### src/rtl/ap_ctrl_driver.sv
// Drives an HLS ap_ctrl_chain kernel for a run of cfg_num_trans transactions, limiting outstanding starts.
// Optional latency statistics are built when AP_CTRL_DRV_LATENCY_EN is defined.
module ap_ctrl_driver #(
   parameter int unsigned CNT_W   = 16,
   parameter int unsigned LAT_W   = 32,
   parameter int unsigned MAX_OUT = 4
) (
   input  logic             clock,
   input  logic             reset,
   input  logic             cmd_go,
   input  logic [CNT_W-1:0] cfg_num_trans,
   output logic             ap_start,
   input  logic             ap_ready,
   input  logic             ap_done,
   output logic             ap_continue,
   output logic             busy,
   output logic             run_done,
   output logic [CNT_W-1:0] trans_started,
   output logic [CNT_W-1:0] trans_done,
   output logic             err_proto,
   output logic [LAT_W-1:0] last_latency,
   output logic [LAT_W-1:0] max_latency
);

   localparam int unsigned OUT_W = $clog2(MAX_OUT + 1);
   localparam logic [OUT_W-1:0] MAX_OUT_V = OUT_W'(MAX_OUT);

   typedef enum logic [1:0] {
      IDLE  = 2'd0,
      START = 2'd1,
      DRAIN = 2'd2,
      DONE  = 2'd3
   } state_t;

   state_t           state;
   state_t           state_nxt;
   logic [CNT_W-1:0] num_trans;
   logic [OUT_W-1:0] outstanding;
   logic             hs;
   logic             vdone;
   logic             go;
   logic [CNT_W-1:0] started_nxt;
   logic [CNT_W-1:0] done_nxt;

   always_comb begin
      ap_start    = 1'b0;
      busy        = 1'b0;
      run_done    = 1'b0;
      state_nxt   = state;

      ap_start    = (state == START) && (outstanding < MAX_OUT_V);
      busy        = (state == START) || (state == DRAIN);
      run_done    = (state == DONE);
      ap_continue = busy;

      hs          = ap_start & ap_ready;
      vdone       = ap_done & ap_continue & (outstanding != '0);
      go          = (state == IDLE) & cmd_go;
      started_nxt = trans_started + CNT_W'(hs);
      done_nxt    = trans_done + CNT_W'(vdone);

      // Completion checks use the post-update count so DONE follows the final completion directly.
      case (state)
         IDLE:  if (cmd_go) state_nxt = (cfg_num_trans != '0) ? START : DONE;
         START: if (hs && (started_nxt == num_trans))
                   state_nxt = (done_nxt == num_trans) ? DONE : DRAIN;
         DRAIN: if (done_nxt == num_trans) state_nxt = DONE;
         DONE:  state_nxt = IDLE;
         default: state_nxt = IDLE;
      endcase
   end

   always_ff @(posedge clock or posedge reset) begin
      if (reset) begin
         state         <= IDLE;
         num_trans     <= '0;
         outstanding   <= '0;
         trans_started <= '0;
         trans_done    <= '0;
         err_proto     <= 1'b0;
      end else begin
         state <= state_nxt;
         if (go) begin
            num_trans     <= cfg_num_trans;
            outstanding   <= '0;
            trans_started <= '0;
            trans_done    <= '0;
         end else begin
            trans_started <= started_nxt;
            trans_done    <= done_nxt;
            if (hs && !vdone)
               outstanding <= outstanding + OUT_W'(1);
            else if (!hs && vdone)
               outstanding <= outstanding - OUT_W'(1);
         end
         // A stray done in the cmd_go cycle still flags the new run.
         if (ap_done && !vdone)
            err_proto <= 1'b1;
         else if (go)
            err_proto <= 1'b0;
      end
   end

`ifdef AP_CTRL_DRV_LATENCY_EN
   localparam int unsigned PTR_W = (MAX_OUT > 1) ? $clog2(MAX_OUT) : 1;

   logic [LAT_W-1:0] cycle_cnt;
   logic [LAT_W-1:0] ts_fifo [MAX_OUT];
   logic [PTR_W-1:0] wr_ptr;
   logic [PTR_W-1:0] rd_ptr;
   logic [LAT_W-1:0] lat_now;

   function automatic logic [PTR_W-1:0] ptr_inc(input logic [PTR_W-1:0] p);
      return (p == PTR_W'(MAX_OUT - 1)) ? '0 : p + PTR_W'(1);
   endfunction

   always_comb lat_now = cycle_cnt - ts_fifo[rd_ptr];

   always_ff @(posedge clock or posedge reset) begin
      if (reset) begin
         cycle_cnt    <= '0;
         wr_ptr       <= '0;
         rd_ptr       <= '0;
         last_latency <= '0;
         max_latency  <= '0;
         for (int unsigned i = 0; i < MAX_OUT; i++)
            ts_fifo[i] <= '0;
      end else if (go) begin
         cycle_cnt    <= '0;
         wr_ptr       <= '0;
         rd_ptr       <= '0;
         last_latency <= '0;
         max_latency  <= '0;
      end else begin
         if (cycle_cnt != '1)
            cycle_cnt <= cycle_cnt + LAT_W'(1);
         if (hs) begin
            ts_fifo[wr_ptr] <= cycle_cnt;
            wr_ptr          <= ptr_inc(wr_ptr);
         end
         if (vdone) begin
            rd_ptr       <= ptr_inc(rd_ptr);
            last_latency <= lat_now;
            if (lat_now > max_latency)
               max_latency <= lat_now;
         end
      end
   end
`else
   always_comb begin
      last_latency = '0;
      max_latency  = '0;
   end
`endif

endmodule

### config.mk
export PLATFORM = sky130hd
export DESIGN_NAME = ap_ctrl_driver
export DESIGN_NICKNAME = d
export VERILOG_FILES = /design/src/rtl/ap_ctrl_driver.sv
export SDC_FILE = /design/constraint.sdc
export NUM_CORES = 1
export LEC_CHECK = 0
export ABC_AREA = 1
export BUFFER_PORTS_ARGS = -buffer_cell sky130_fd_sc_hd__buf_2
export CORE_UTILIZATION = 45
export DETAILED_ROUTE_END_ITERATION = 7
export GPL_TIMING_DRIVEN = 0
export PLACE_DENSITY_LB_ADDON = 0.1
export SLEW_MARGIN = 15
export SYNTH_ARGS = -nofsm -noshare
export SYNTH_HDL_FRONTEND = slang
export SYNTH_SLANG_ARGS = --single-unit
### constraint.sdc
create_clock -name clock -period 7.35 [get_ports clock]
set_input_delay 1.8375 -clock clock [delete_from_list [all_inputs] [get_ports clock]]
set_output_delay 1.8375 -clock clock [all_outputs]
set_load 0.005 [all_outputs]
==> key figures <==
Status
  • Status: completed

Setup path
  • Slowest CP cell: a31oi_1
  • Crit. End Element: flip-flop
  • Crit-path most repeated cell: nand2_1
  • CP required: approximately 7.6 ns
  • Buffers and inverters on the worst path: 1
  • Max incr delay on CP: between 0.3 and 0.4 ns
  • Peak fanout along the critical path: 5
  • Arrival time at the worst endpoint: 3.98 ns
  • CP Class: input pin to flip-flop
  • CP top delay family: simple AND/OR/NAND/NOR gates
  • Worst path cell trace: buf_2 > nand2_1 > a31oi_1 > ha_1 > nand3_1 > nor2_1 > nand4_1 > nand2_1 > nand2_1 > nand2_1 > nand2_1 > nor2_2 > nand3_2 > nand2_2 > nand3_2 > nand2_1 > nand2_1
  • Startpoint Class: input pin

Floorplan
  • Die extent in y: a little under 100 um
  • # rows: 34
  • Core area: 8720 um2
  • Die area: between 9000 and 10000 um2
  • Initial core utilization: 0.463
  • IO Count: ~120
  • Die Wd: ~97 um

Clock tree
  • # clock sinks: between 50 and 60
  • Setup Buffers After CTS: 0
  • Post-CTS Hold Fix Bufs: 0
  • CTS clk-pin slew, worst paths: approximately 0.10 ns
  • TritonCTS clock tree: built
  • Worst-Skew Late Latency: 0.31 ns
  • Root buf cell: clkbuf_8
  • Post-CTS resize count: 0
  • CTS Buf Count: 5
  • CTS max path bufs: 2
  • H-Tree Depth: 2

Logic synthesis
  • Synth Register Bits: 54
  • Most common flop cell mapped by yosys: dfrtp_1
  • Synth Cell Area: 4040 um2
  • Yosys warns: 0
  • Library cells used by synthesis: 33
  • Syn avg cell area: around 6.9 um2
  • Post-synthesis sequential area ratio: 0.335
  • Largest cells by area after synthesis: dfrtp_1 (33%), nand2_1 (16%), buf_4 (12%), nand3_1 (6.7%), nor2_1 (6.2%)
  • Synth async-reset ratio: 1.00
  • Yosys top cell by area: dfrtp_1
  • Top-area cell type share of the netlist area: 0.335
  • Cells after Synth: around 600
  • EDFF count, synth: 0

Pwr
  • Pint: approximately 0.00063 W
  • Leakage: ~2.6 nW
  • Combinational fraction of design power: 0.454
  • Sequential share of power: 0.391
  • Design Power: 0.00110 W
  • Clock power share: 0.154
  • Power per cell area: ~230 nW/um2
  • Maximum VDD drop: between 0.00015 and 0.0002 V
  • Switching power: 0.000475 W
  • Sw Share: 0.432

Finish
  • Share of layout cells above drive strength 1: 0.227
  • Area growth, synth to finish: 18.3%
  • Antenna cells: 0
  • Final-stage net count: around 750

STA
  • Setup TNS: 0 ns
  • RSZ-0062 raised after global routing: false
  • Worst slew pin tran: 0.703 ns
  • Relative slew slack: 0.531
  • Fin crit period: about 3.8 ns
  • Final setup vio count: 0
  • Clk_skew: slightly below 0.008 ns
  • Crit share post-route: 0.513
  • Fmax: between 0.2 and 0.3 GHz
  • Final Hold Vio Count: 0
  • Final Max Tran Viols: 0

Detailed routing
  • First-pass iteration count of the detailed router: 5
  • Post-DRT Antenna Nets: 0
  • Wirelength per Cell: 12.2 um
  • Vias: about 3800
  • Vias per cell: between 4 and 5
  • DRT iter0 DRCs: between 150 and 200
  • Residual DRC: 0
  • WL final: between 10000 and 15000 um

Placed design
  • Port buffer count: 57
  • GPL Wtd Cong: between 0.8 and 0.9
  • Hpwl dp: ~8000 um

Global routing
  • Vias in the first global route: roughly 3500
  • Pin count of the biggest net entering global routing: 55
  • First-pass GRT wire length: between 15000 and 20000 um
  • Gr usage total: 0.218
  • Global route overflow: 0
  • Initial antenna violation count: 0

Hold path
  • Class of the worst hold path: flip-flop to flip-flop

Job
  • Max_cap viols: 0
## layout by cell type, fill, tap and decap left out, types with 5 or more instances in the layout
master	n
nor2_1	67
o21ai_0	21
xor2_1	6
nand2_1	171
ha_1	9
buf_2	57
nand4_1	13
a21oi_1	8
nand2_2	11
dfrtp_1	54
inv_1	62
nor2_2	10
conb_1	64
clkbuf_1	6
buf_4	65
nand3_1	54
clkbuf_8	5
## cells by family (layout without fill, tap and decap cells)
kind of cell	after synthesis	after routing	share of synthesized area
AND/OR/NAND/NOR	341	341	0.373
buffers and inverters	137	201	0.188
flip-flops	54	54	0.335
AO/OA/AOI/OAI	37	37	0.0493
adder cells (fa/ha/maj)	10	10	0.0328
XOR/XNOR	8	8	0.0208
other	1	64	0.000929
## worst paths after layout
kind,from,to,slack (ns),cells after the start
max,ap_done,state[0]$_DFFE_PP0P_,3.58,17
min,err_proto$_DFFE_PP0P_,err_proto$_DFFE_PP0P_,0.50,2
max reg2reg,state[0]$_DFFE_PP0P_,state[0]$_DFFE_PP0P_,4.28,18
min reg2reg,err_proto$_DFFE_PP0P_,err_proto$_DFFE_PP0P_,0.50,2
max in group asynchronous,reset,num_trans[15]$_DFFE_PP0P_,5.25,2
min in group asynchronous,reset,err_proto$_DFFE_PP0P_,1.63,2
## Yosys cell counts (2+ instances only)
cell	number
nand2_1	171
nor2_1	67
buf_4	65
inv_1	63
dfrtp_1	54
nand3_1	54
o21ai_0	21
nand4_1	13
nand2_2	11
nor2_2	10
ha_1	9
a21oi_1	8
xor2_1	6
clkbuf_1	5
nor2_4	4
nor4_1	4
nand3_2	3
o21bai_1	3
inv_2	2
o22ai_1	2
## sequential cells by signal, summed over array words and instances, names as in the netlist
signal and count:
err_proto 1, num_trans 16, state 2, outstanding 3, trans_done 16, trans_started 16
## worst min-delay path, cell delays in order, from the launching register on
cell     delay [ns]
dfrtp_1        0.36
nand2_1        0.05
o21ai_0        0.06
## power groups by stage
stage	logic (W)	registers (W)	clock network (W)
after floorplan	0.000373	0.000417	0
after global placement	0.000489	0.000437	0
after detailed placement	0.000497	0.000438	0
after CTS	0.000500	0.000432	0.000172
after global routing	0.000571	0.000442	0.000184
final	0.000500	0.000431	0.000170
## stage by stage
step	util	setup WS (ns)	hold WS, ns	cells	instance area, um2
floorplan	-	3.73	0.476	651	4270
global placement	0.538	3.26	0.472	816	4690
detailed placement	0.539	3.25	0.482	816	4700
CTS	0.548	3.58	0.507	823	4780
global route	0.548	3.36	0.581	823	4780
finish	0.548	3.58	0.503	823	4780
## per-layer routing
layer | routed length [um] | part of all wire | track usage
met1 | 4530 | 0.45 | 0.296
met5 | 0 | 0 | 0
met3 | 605 | 0.060 | 0.0332
met2 | 4770 | 0.47 | 0.366
met4 | 169 | 0.017 | 0.0528
## area by class of cell
class	count	area (um2)
plain buffers	71	510
well taps	108	135
fillers	883	3940
repair buffers	57	285
inverters	66	251
clock inverters	1	7.51
multi-input cells	460	2160
flip-flops and latches	54	1350
clock buffers	6	72.6
Power figures use the tool's default switching activity.
